$ cat src/rtl/hyperCord_pkg.sv
// Shared constants, state encoding and arctanh table for the hyperbolic CORDIC engine.
package hyperCord_pkg;

  localparam int I_INT_WIDTH = 2;
  localparam int I_FRA_WIDTH = 16;
  localparam int IDWIDTH     = 1 + I_INT_WIDTH + I_FRA_WIDTH;
  localparam int NITER_DEF   = 16;
  localparam int NSTEP       = NITER_DEF + 2;

  localparam int REP0 = 4;
  localparam int REP1 = 13;

  // atanh(2^-i) rounded to 16 fractional bits; entry 0 is unused padding.
  localparam int LUT_FRA = 16;
  localparam int unsigned ATANH_LUT [0:31] = '{
    0, 35999, 16739, 8235, 4101, 2049, 1024, 512,
    256, 128, 64, 32, 16, 8, 4, 2,
    1, 0, 0, 0, 0, 0, 0, 0,
    0, 0, 0, 0, 0, 0, 0, 0
  };

  typedef enum logic [1:0] {
    IDLE = 2'd0,
    RUN  = 2'd1,
    DONE = 2'd2
  } state_t;

  // Rescale a table entry to the requested fractional width (round to nearest).
  function automatic longint atanh_fix(input int idx, input int fra);
    longint base;
    base = 0;
    if (idx >= 0 && idx < 32) base = longint'(ATANH_LUT[idx[4:0]]);
    if (fra >= LUT_FRA) return base <<< (fra - LUT_FRA);
    return (base + (longint'(1) <<< (LUT_FRA - fra - 1))) >>> (LUT_FRA - fra);
  endfunction

endpackage

$ cat src/rtl/hcordic_microrot.sv
// One combinational hyperbolic CORDIC micro-rotation: direction taken from the sign of z.
module hcordic_microrot #(
  parameter int DWIDTH = 19,
  parameter int IW     = 5
) (
  input  logic [DWIDTH-1:0] x,
  input  logic [DWIDTH-1:0] y,
  input  logic [DWIDTH-1:0] z,
  input  logic [IW-1:0]     i,
  input  logic [DWIDTH-1:0] atanh,
  output logic [DWIDTH-1:0] x_nxt,
  output logic [DWIDTH-1:0] y_nxt,
  output logic [DWIDTH-1:0] z_nxt
);

  logic signed [DWIDTH-1:0] x_sh;
  logic signed [DWIDTH-1:0] y_sh;
  logic                     neg;

  always_comb begin
    neg  = z[DWIDTH-1];
    x_sh = $signed(x) >>> i;
    y_sh = $signed(y) >>> i;
    if (neg) begin
      x_nxt = x - y_sh;
      y_nxt = y - x_sh;
      z_nxt = z + atanh;
    end else begin
      x_nxt = x + y_sh;
      y_nxt = y + x_sh;
      z_nxt = z - atanh;
    end
  end

endmodule

$ cat src/rtl/hyper_cordic_iter.sv
// Iterative hyperbolic CORDIC rotation: one micro-rotation per clock, indices 4 and 13 run twice.
module hyper_cordic_iter
  import hyperCord_pkg::*;
#(
  parameter int INT_WIDTH = I_INT_WIDTH,
  parameter int FRA_WIDTH = I_FRA_WIDTH,
  parameter int DWIDTH    = IDWIDTH,
  parameter int NITER     = 16
) (
  input  logic              clk,
  input  logic              rst,
  input  logic [DWIDTH-1:0] xIn,
  input  logic [DWIDTH-1:0] yIn,
  input  logic [DWIDTH-1:0] zIn,
  input  logic              inValid,
  output logic              inReady,
  output logic [DWIDTH-1:0] xOut,
  output logic [DWIDTH-1:0] yOut,
  output logic [DWIDTH-1:0] zOut,
  output logic              outValid,
  input  logic              outReady
);

  localparam int NSTEP_L = NITER + 2;
  localparam int IW      = $clog2(NITER + 2);
  localparam int CW      = $clog2(NSTEP_L);

  state_t            state_q, state_d;
  logic [DWIDTH-1:0] x_q, x_d, y_q, y_d, z_q, z_d;
  logic [IW-1:0]     i_q, i_d;
  logic [CW-1:0]     step_q, step_d;
  logic              rep_q, rep_d;
  logic              in_ready_q, in_ready_d;
  logic              out_valid_q, out_valid_d;

  logic [DWIDTH-1:0] rot_x, rot_y, rot_z;
  logic [DWIDTH-1:0] atanh_tbl [NITER+1];

  for (genvar gi = 0; gi <= NITER; gi++) begin : g_lut
    assign atanh_tbl[gi] = DWIDTH'(atanh_fix(gi, FRA_WIDTH));
  end

  hcordic_microrot #(
    .DWIDTH (DWIDTH),
    .IW     (IW)
  ) u_microrot (
    .x     (x_q),
    .y     (y_q),
    .z     (z_q),
    .i     (i_q),
    .atanh (atanh_tbl[i_q]),
    .x_nxt (rot_x),
    .y_nxt (rot_y),
    .z_nxt (rot_z)
  );

  always_comb begin
    state_d     = state_q;
    x_d         = x_q;
    y_d         = y_q;
    z_d         = z_q;
    i_d         = i_q;
    step_d      = step_q;
    rep_d       = rep_q;
    in_ready_d  = in_ready_q;
    out_valid_d = out_valid_q;
    unique case (state_q)
      IDLE: begin
        if (inValid) begin
          x_d        = xIn;
          y_d        = yIn;
          z_d        = zIn;
          i_d        = IW'(1);
          step_d     = '0;
          rep_d      = 1'b0;
          in_ready_d = 1'b0;
          state_d    = RUN;
        end
      end
      RUN: begin
        x_d = rot_x;
        y_d = rot_y;
        z_d = rot_z;
        // The first visit to a repeat index holds i so the same shift runs again.
        if (!rep_q && (i_q == IW'(REP0) || i_q == IW'(REP1))) begin
          rep_d = 1'b1;
        end else begin
          rep_d = 1'b0;
          i_d   = i_q + IW'(1);
        end
        if (step_q == CW'(NSTEP_L - 1)) begin
          out_valid_d = 1'b1;
          state_d     = DONE;
        end else begin
          step_d = step_q + CW'(1);
        end
      end
      DONE: begin
        if (outReady) begin
          out_valid_d = 1'b0;
          in_ready_d  = 1'b1;
          state_d     = IDLE;
        end
      end
      default: begin
        out_valid_d = 1'b0;
        in_ready_d  = 1'b1;
        state_d     = IDLE;
      end
    endcase
  end

  always_ff @(posedge clk) begin
    if (rst) begin
      state_q     <= IDLE;
      x_q         <= '0;
      y_q         <= '0;
      z_q         <= '0;
      i_q         <= '0;
      step_q      <= '0;
      rep_q       <= 1'b0;
      in_ready_q  <= 1'b1;
      out_valid_q <= 1'b0;
    end else begin
      state_q     <= state_d;
      x_q         <= x_d;
      y_q         <= y_d;
      z_q         <= z_d;
      i_q         <= i_d;
      step_q      <= step_d;
      rep_q       <= rep_d;
      in_ready_q  <= in_ready_d;
      out_valid_q <= out_valid_d;
    end
  end

  assign xOut     = x_q;
  assign yOut     = y_q;
  assign zOut     = z_q;
  assign inReady  = in_ready_q;
  assign outValid = out_valid_q;

endmodule

$ cat config.mk
export PLATFORM = sky130hd
export DESIGN_NAME = hyper_cordic_iter
export DESIGN_NICKNAME = d
export VERILOG_FILES = /design/src/rtl/hyperCord_pkg.sv /design/src/rtl/hcordic_microrot.sv /design/src/rtl/hyper_cordic_iter.sv
export SDC_FILE = /design/constraint.sdc
export NUM_CORES = 1
export LEC_CHECK = 0
export ABC_AREA = 1
export CAP_MARGIN = 15
export CORE_ASPECT_RATIO = 0.6
export CORE_MARGIN = 1
export CORE_UTILIZATION = 52
export DETAILED_ROUTE_END_ITERATION = 7
export GPL_TIMING_DRIVEN = 0
export PLACE_DENSITY = 0.79
export SLEW_MARGIN = 0
export SYNTH_ARGS = -nofsm -noshare
export SYNTH_HDL_FRONTEND = slang
export SYNTH_HIERARCHICAL = 1
export SYNTH_SLANG_ARGS = --single-unit
$ cat constraint.sdc
create_clock -name clk -period 3.74 [get_ports clk]
set_clock_uncertainty 0.1 [all_clocks]
set_input_delay 0.374 -clock clk [delete_from_list [all_inputs] [get_ports clk]]
set_output_delay 0.374 -clock clk [all_outputs]
set_load 0.005 [all_outputs]
### After elaboration in Yosys (flattened, before gate mapping)

Memories as Yosys holds them, arrays and structs flattened.
Cells that the tools add are included.

| storage, ports and cells | value |
|---|---|
| register bits after elaboration | 72 |
| memory bits (read-only) | 608 |
| output and inout bits | 59 |
| memories | 1 |

| operators by class | value |
|---|---|
| add/sub/neg operators | 8 |
| magnitude comparators | 1 |
| eq/ne operators | 10 |
| shift-type cells | 2 |
| multiplexer cells | 29 |
| bitwise operators | 3 |
| reduce and logical (&&, ||, !) cells | 11 |

Memory list:

| memory | depth | bits a word | rd ports | clocked after Yosys merged registers in | write ports | line | source |
|---|---|---|---|---|---|---|---|
| (name not given) | 32 | 19 | 1 | 0 | 0 | hyper_cordic_iter.sv:51 | `.atanh (atanh_tbl[i_q]),` |

Operators with widths:

| kind | number |
|---|---|
| $mux W19 | 8 |
| $pmux W19 S2 | 3 |
| $add A19 B19 Y19 | 3 |
| $sub A19 B19 Y19 | 3 |
| $sshr A19 B5 Y19 | 2 |
| $mux W5 | 4 |
| $pmux W5 S2 | 2 |
| $reduce_and A3 Y1 | 5 |
| $add A5 B1 Y5 const B | 2 |
| $ne A2 B2 Y1 const B | 5 |
| $ge A6 B6 Y1 const B | 1 |
| $mux W2 | 3 |
| $not A5 Y6 | 1 |
| $pmux W1 S3 | 2 |
| $pmux W2 S3 | 1 |
| $eq A5 B3 Y1 const B | 1 |
| $eq A5 B4 Y1 const B | 1 |
| $eq A5 B5 Y1 const B | 1 |
| $mux W1 | 5 |
| $eq A2 B1 Y1 const B | 1 |
| $eq A2 B2 Y1 const B | 1 |
| $logic_not A2 Y1 | 1 |
| $not A1 Y1 | 2 |
| $pmux W1 S2 | 1 |
| other kinds (5) | 5 |

### Depth between registers and ports, before layout

| logic depth | value |
|---|---|
| depth after elaboration | 7 |
| depth in mapped cells | 33 |
| depth with buffers taken out | 31 |

### By module

The synthesis kept the hierarchy.

By module, submodules not included:

| module | times used | cells each | area an instance (um2) |
|---|---|---|---|
| hcordic_microrot | 1 | 1092 | 5760.5 |
| hyper_cordic_iter | 1 | 483 | 3405.8 |

### Least setup slack after synthesis

OpenSTA, ideal clock, no wires.

| timing | value |
|---|---|
| kind | register -> register |
| start | register i_q[0] |
| end | register y_q[18] (netlist: yOut[18]) |
| library setup time | 0.074 ns |
| data arrival time | 3.689 ns |
| data required time | 3.566 ns |
| setup slack | -0.123 ns |
| cell stages (with the launch flop) | 27 |
| clock period less this slack | 3.863 ns |
| cell sequence | dfxtp_1 -> buf_6 -> inv_4 -> buf_6 -> nand2_2 -> nand3_1 -> nand3_1 -> o21ai_0 -> nand2_1 -> nand2_1 -> nor2_2 -> ha_1 -> nand4_1 -> nor2_2 -> nand3_4 -> nor2_2 -> nor2_1 -> xor2_1 -> ha_1 -> nand2_1 -> nor3_1 -> nand2_1 -> o311ai_0 -> nand3_1 -> nand2_1 -> nand2_1 -> a31oi_1 |

| on the way | value |
|---|---|
| cells in the longest elaborated chain, start to end | 4 |
| elaborated cells between the ends (all ways) | 5 |
| classes of those cells | add/sub (2); shift (1); mux (2) |

Ends and longest elaborated chain:

| what | line | source |
|---|---|---|
| from (decl) | hyper_cordic_iter.sv:30 | `logic [IW-1:0] i_q, i_d;` |
| from (signal assigned) | hyper_cordic_iter.sv:129 | `i_q <= i_d;` |
| $sshr A19 B5 Y19 (*) | hcordic_microrot.sv:22 | `x_sh = $signed(x) >>> i;` |
| $add A19 B19 Y19 / $sub A19 B19 Y19 (equally long branches) | hcordic_microrot.sv:30, hcordic_microrot.sv:26 |  |
| $mux W19 (*) | hcordic_microrot.sv:24 | `if (neg) begin` |
| net rot_y[18] | hyper_cordic_iter.sv:36 | `logic [DWIDTH-1:0] rot_x, rot_y, rot_z;` |
| $pmux W19 S2 (*) | hyper_cordic_iter.sv:67 | `unique case (state_q)` |
| to (signal assigned) | hyper_cordic_iter.sv:127 | `y_q <= y_d;` |
| to (decl) | hyper_cordic_iter.sv:29 | `logic [DWIDTH-1:0] x_q, x_d, y_q, y_d, z_q, z_d;` |

Mark *: on every way through the listed nets, which the timed path passes. The rest lies on a longest branch.
A chain may end at the register's enable or synchronous reset.

### Worst setup path after layout

| timing | value |
|---|---|
| start | register i_q[0] |
| end | register z_q[18] (netlist: zOut[18]) |

| on the way | value |
|---|---|
| cells in the longest elaborated chain, start to end | 7 |
| elaborated cells between the ends (all ways) | 8 |
| classes of those cells | add/sub (2); mux (4); bitwise (1); memory (1) |

Ends and longest elaborated chain:

| what | line | source |
|---|---|---|
| $not A5 Y6 (not written as such) (*) | hyper_cordic_iter.sv:51 |  |
| $mem_v2 Z32 W19 (*) | - |  |
| $mux W19 (not written as such) (*) (2 in series) | hyper_cordic_iter.sv:51 |  |
| $sub A19 B19 Y19 / $add A19 B19 Y19 (equally long branches) | hcordic_microrot.sv:31, hcordic_microrot.sv:27 |  |
| $mux W19 (*) | hcordic_microrot.sv:24 |  |
| net rot_z[18] | hyper_cordic_iter.sv:36 |  |
| $pmux W19 S2 (*) | hyper_cordic_iter.sv:67 |  |
| to (signal assigned) | hyper_cordic_iter.sv:128 | `z_q <= z_d;` |
| to (decl) | hyper_cordic_iter.sv:29 |  |

Mark *: on every way through the listed nets, which the timed path passes. The rest lies on a longest branch. The select of a mux whose other input is x is not followed.

==> impl_metrics.env <==
export IMPL_outcome="finished with violations"
export IMPL_violations="setup timing"
export IMPL_synth_seq_cells=72
export IMPL_drt_pass1_iterations=8
export IMPL_cp_max_fo=4
export IMPL_setup_tns_final_ps=-14960
export IMPL_grt_max_degree=15
export IMPL_die_h_um=105
export IMPL_tightest_slew_ps=975
export IMPL_synth_edff_count=0
export IMPL_clkPwrFrac_pct=10.6
export IMPL_synthFlopType="dfxtp_1"
export IMPL_rsz0062_at_grt="yes"
export IMPL_postLayoutCoreUtil_pct=79.9
export IMPL_viasPerCell=6.38
export IMPL_gp_congestion=1.08
export IMPL_dpl_cell_area_sq_um=10700
export IMPL_maxSlewViolCount=0
export IMPL_fin_nets=1956
export IMPL_slew_headroom_pct=35.0
export IMPL_synthCells=1575
export IMPL_switching_power_mw=4.71
export IMPL_fin_crit_ps=4550
export IMPL_p_total_mw=8.96
export IMPL_multi_input_area_sq_um=8460
export IMPL_grt_pass1_wl_um=61100
export IMPL_setup_slack_ps=-806
export IMPL_period_share_pct=122
export IMPL_worstPathRequired_ps=3910
export IMPL_ys_warn_count=6
export IMPL_rows=37
export IMPL_core_sq_um=17200
export IMPL_drive_gt1_share_pct=28.1
export IMPL_antenna_found_initial=1
export IMPL_ctsLongestPathBuffers=2
export IMPL_combPwrFrac_pct=77.5
export IMPL_nFillCells=1183
export IMPL_cts_buffers_inserted=9
export IMPL_clock_latency_ps=370
export IMPL_hpwl_um=30500
export IMPL_start_util_pct=53.4
export IMPL_wl_met3_um=8450
export IMPL_clkSinkCount=72
export IMPL_swShare_pct=52.6
export IMPL_vias=13200
export IMPL_drtAntennaViolNets=0
export IMPL_synth_area_sq_um=9170
export IMPL_crit_arrival_ps=4710
export IMPL_hold_violations=0
export IMPL_top_layer="met4"
export IMPL_drc=0
export IMPL_syn_avg_cell_area_sq_um=5.82
export IMPL_wl_met2_um=16800
export IMPL_cts_tree="done"
export IMPL_seq_power_share_pct=11.9
export IMPL_power_leakage_nw=6.46
export IMPL_grt_usage_pct=44.0
export IMPL_finalSetupViolations=35
export IMPL_synth_cell_types=49
export IMPL_area_delta_synth_final_pct=49.8
export IMPL_powerDensity_nw_per_um2=653
export IMPL_drt_total_wl_um=45500
export IMPL_h_tree_depth=3
export IMPL_portBuffers=118
export IMPL_gr_total_overflow=0
export IMPL_fmax_ghz=0.220
export IMPL_hold_path_class="in -> reg"
export IMPL_critPathCaptureType="register"
export IMPL_internal_power_mw=4.25
export IMPL_clk_pin_slew_ps=70
export IMPL_worst_setup_path_start_kind="register"
export IMPL_peakVddDrop_mv=0.394
export IMPL_design_area_sq_um=13700
export IMPL_wl_met1_um=18600
export IMPL_grt_pass1_vias=10700
export IMPL_wl_per_cell_um=22.0
export IMPL_maxCapViolCount=0
export IMPL_dieArea_sq_um=18200
export IMPL_ff_latch_area_sq_um=1450
export IMPL_fp_dieW_um=173
export IMPL_path_class="reg -> reg"
export IMPL_async_flop_share_pct=0
export IMPL_ios=120
export IMPL_ctsHoldBuffers=0
export IMPL_drtIter0Drc=2472
export IMPL_root_buffer="clkbuf_16"
export IMPL_ys_seq_area_share_pct=15.7
-- cells in the final DEF (no fill, tap or decap), types with 27 or more instances in the layout --
master,netlist,final
inv_1,98,86
nor2_1,121,95
a21oi_2,0,27
ha_1,66,40
nand3_1,156,130
buf_4,9,102
a21oi_1,79,43
o21ai_0,104,71
clkdlybuf4s50_1,0,118
nand2_2,7,85
dfxtp_1,72,67
a31oi_1,61,58
xor2_1,68,56
nand2_1,546,460
-- synthesized netlist by cell type, drive strengths merged, types with 5 or more instances --
cell | count | area, sq um
a21oi | 79 | 395
a31oi | 61 | 382
buf | 48 | 303
clkbuf | 23 | 90.1
dfxtp | 72 | 1440
ha | 66 | 826
inv | 109 | 414
nand2 | 554 | 2100
nand3 | 159 | 818
nand4 | 12 | 75.1
nor2 | 134 | 551
nor3 | 8 | 40.0
o211ai | 6 | 45.0
o21ai | 118 | 606
or2 | 5 | 31.3
xnor2 | 20 | 175
xor2 | 68 | 596
-- path summary, 6_finish.rpt --
kind / startpoint / end / slack, ps / cells after the start
worst max-delay path: i_q[0]$_SDFFE_PP0P_ / zOut[18]$_SDFFE_PP0P_ / -810 / 27
worst min-delay path: rst / step_q[3]$_SDFFE_PP0P_ / 210 / 2
worst max register to register: i_q[0]$_SDFFE_PP0P_ / zOut[18]$_SDFFE_PP0P_ / -810 / 27
worst min register to register: outValid$_SDFFE_PP0P_ / outValid$_SDFFE_PP0P_ / 360 / 2
-- per-stage QoR --
step	std cells	hold slack, ps	worst slack (ps)
detailed placement	1932	356	-1290
global route	2065	217	-946
finish	2066	210	-806
global placement	1932	358	-1240
CTS	2024	193	-405
floorplan	1580	354	27.6
-- cells by family (layout without fill, tap and decap cells) --
kind of cell    Yosys count  after routing  synth area share, %
compound gates          282            282                 17.1
fa+ha+maj                69             69                 9.66
xor+xnor                 88             88                 8.41
other cells               1              7               0.0409
flops                    72             72                 15.7
buf+inv                 182            433                 8.89
simple gates            881            881                 40.1
-- sequential cells by signal, summed over array words and instances, names as in the netlist, 2 cells and up --
signal,count
state_q,2
i_q,5
yOut,19
zOut,19
xOut,19
step_q,5
-- what timing repair did --
action,4_1_cts,5_1_grt
cloned,3,2
pin swaps,100,140
endpoints found under the setup margin,44,39
resized for setup,247,208
buffers inserted,74,42
-- critical path, stage by stage (launching register included) --
cell and delay (ps):
dfxtp_4 360, buf_6 130, buf_6 120, ha_4 170, ha_2 190, nand2_2 80, a21oi_2 60, inv_2 110
nand3_4 90, nor2_4 120, nand2_2 90, nor3_4 210, nand3_2 160, nor3_4 230, buf_4 140, nor2_2 40
xor2_2 260, ha_4 260, a21oi_2 170, o21ai_1 90, a21oi_1 130, nand2_1 110, a21oi_1 160, nor2_1 60
nor2_1 160, xor2_1 280, nand2_1 110, a31oi_1 250
-- routing by layer --
layer  vias to the layer above  global-route usage, %
met3                       206                   22.4
met4                         0                   9.42
met2                      1207                   53.8
met1                      6044                   65.3
li1                       5726                      -
met5                         -                      0
-- power groups by stage --
stage          Combinational [mW]  Sequential (mW)  Clock [mW]
3_3_place_gp                 4.25             1.05           0
4_1_cts                      5.42             1.04       0.942
6_report                     6.94             1.07       0.949
5_1_grt                      7.23             1.07       0.968
2_1_floorplan                3.10            0.986           0
3_5_place_dp                 4.29             1.05           0
-- area by class of cell --
| type | count | area share [%] |
|---|---|---|
| antenna | 1 | 0.0182 |
| buffer | 69 | 3.76 |
| clock buffer | 9 | 1.64 |
| clock inverter | 7 | 0.583 |
| inverter | 111 | 3.24 |
| multi-input combinational | 1326 | 61.7 |
| sequential | 72 | 10.6 |
| tap | 234 | 2.13 |
| timing repair buffer | 237 | 16.4 |
(Power assumes the default switching activity.)
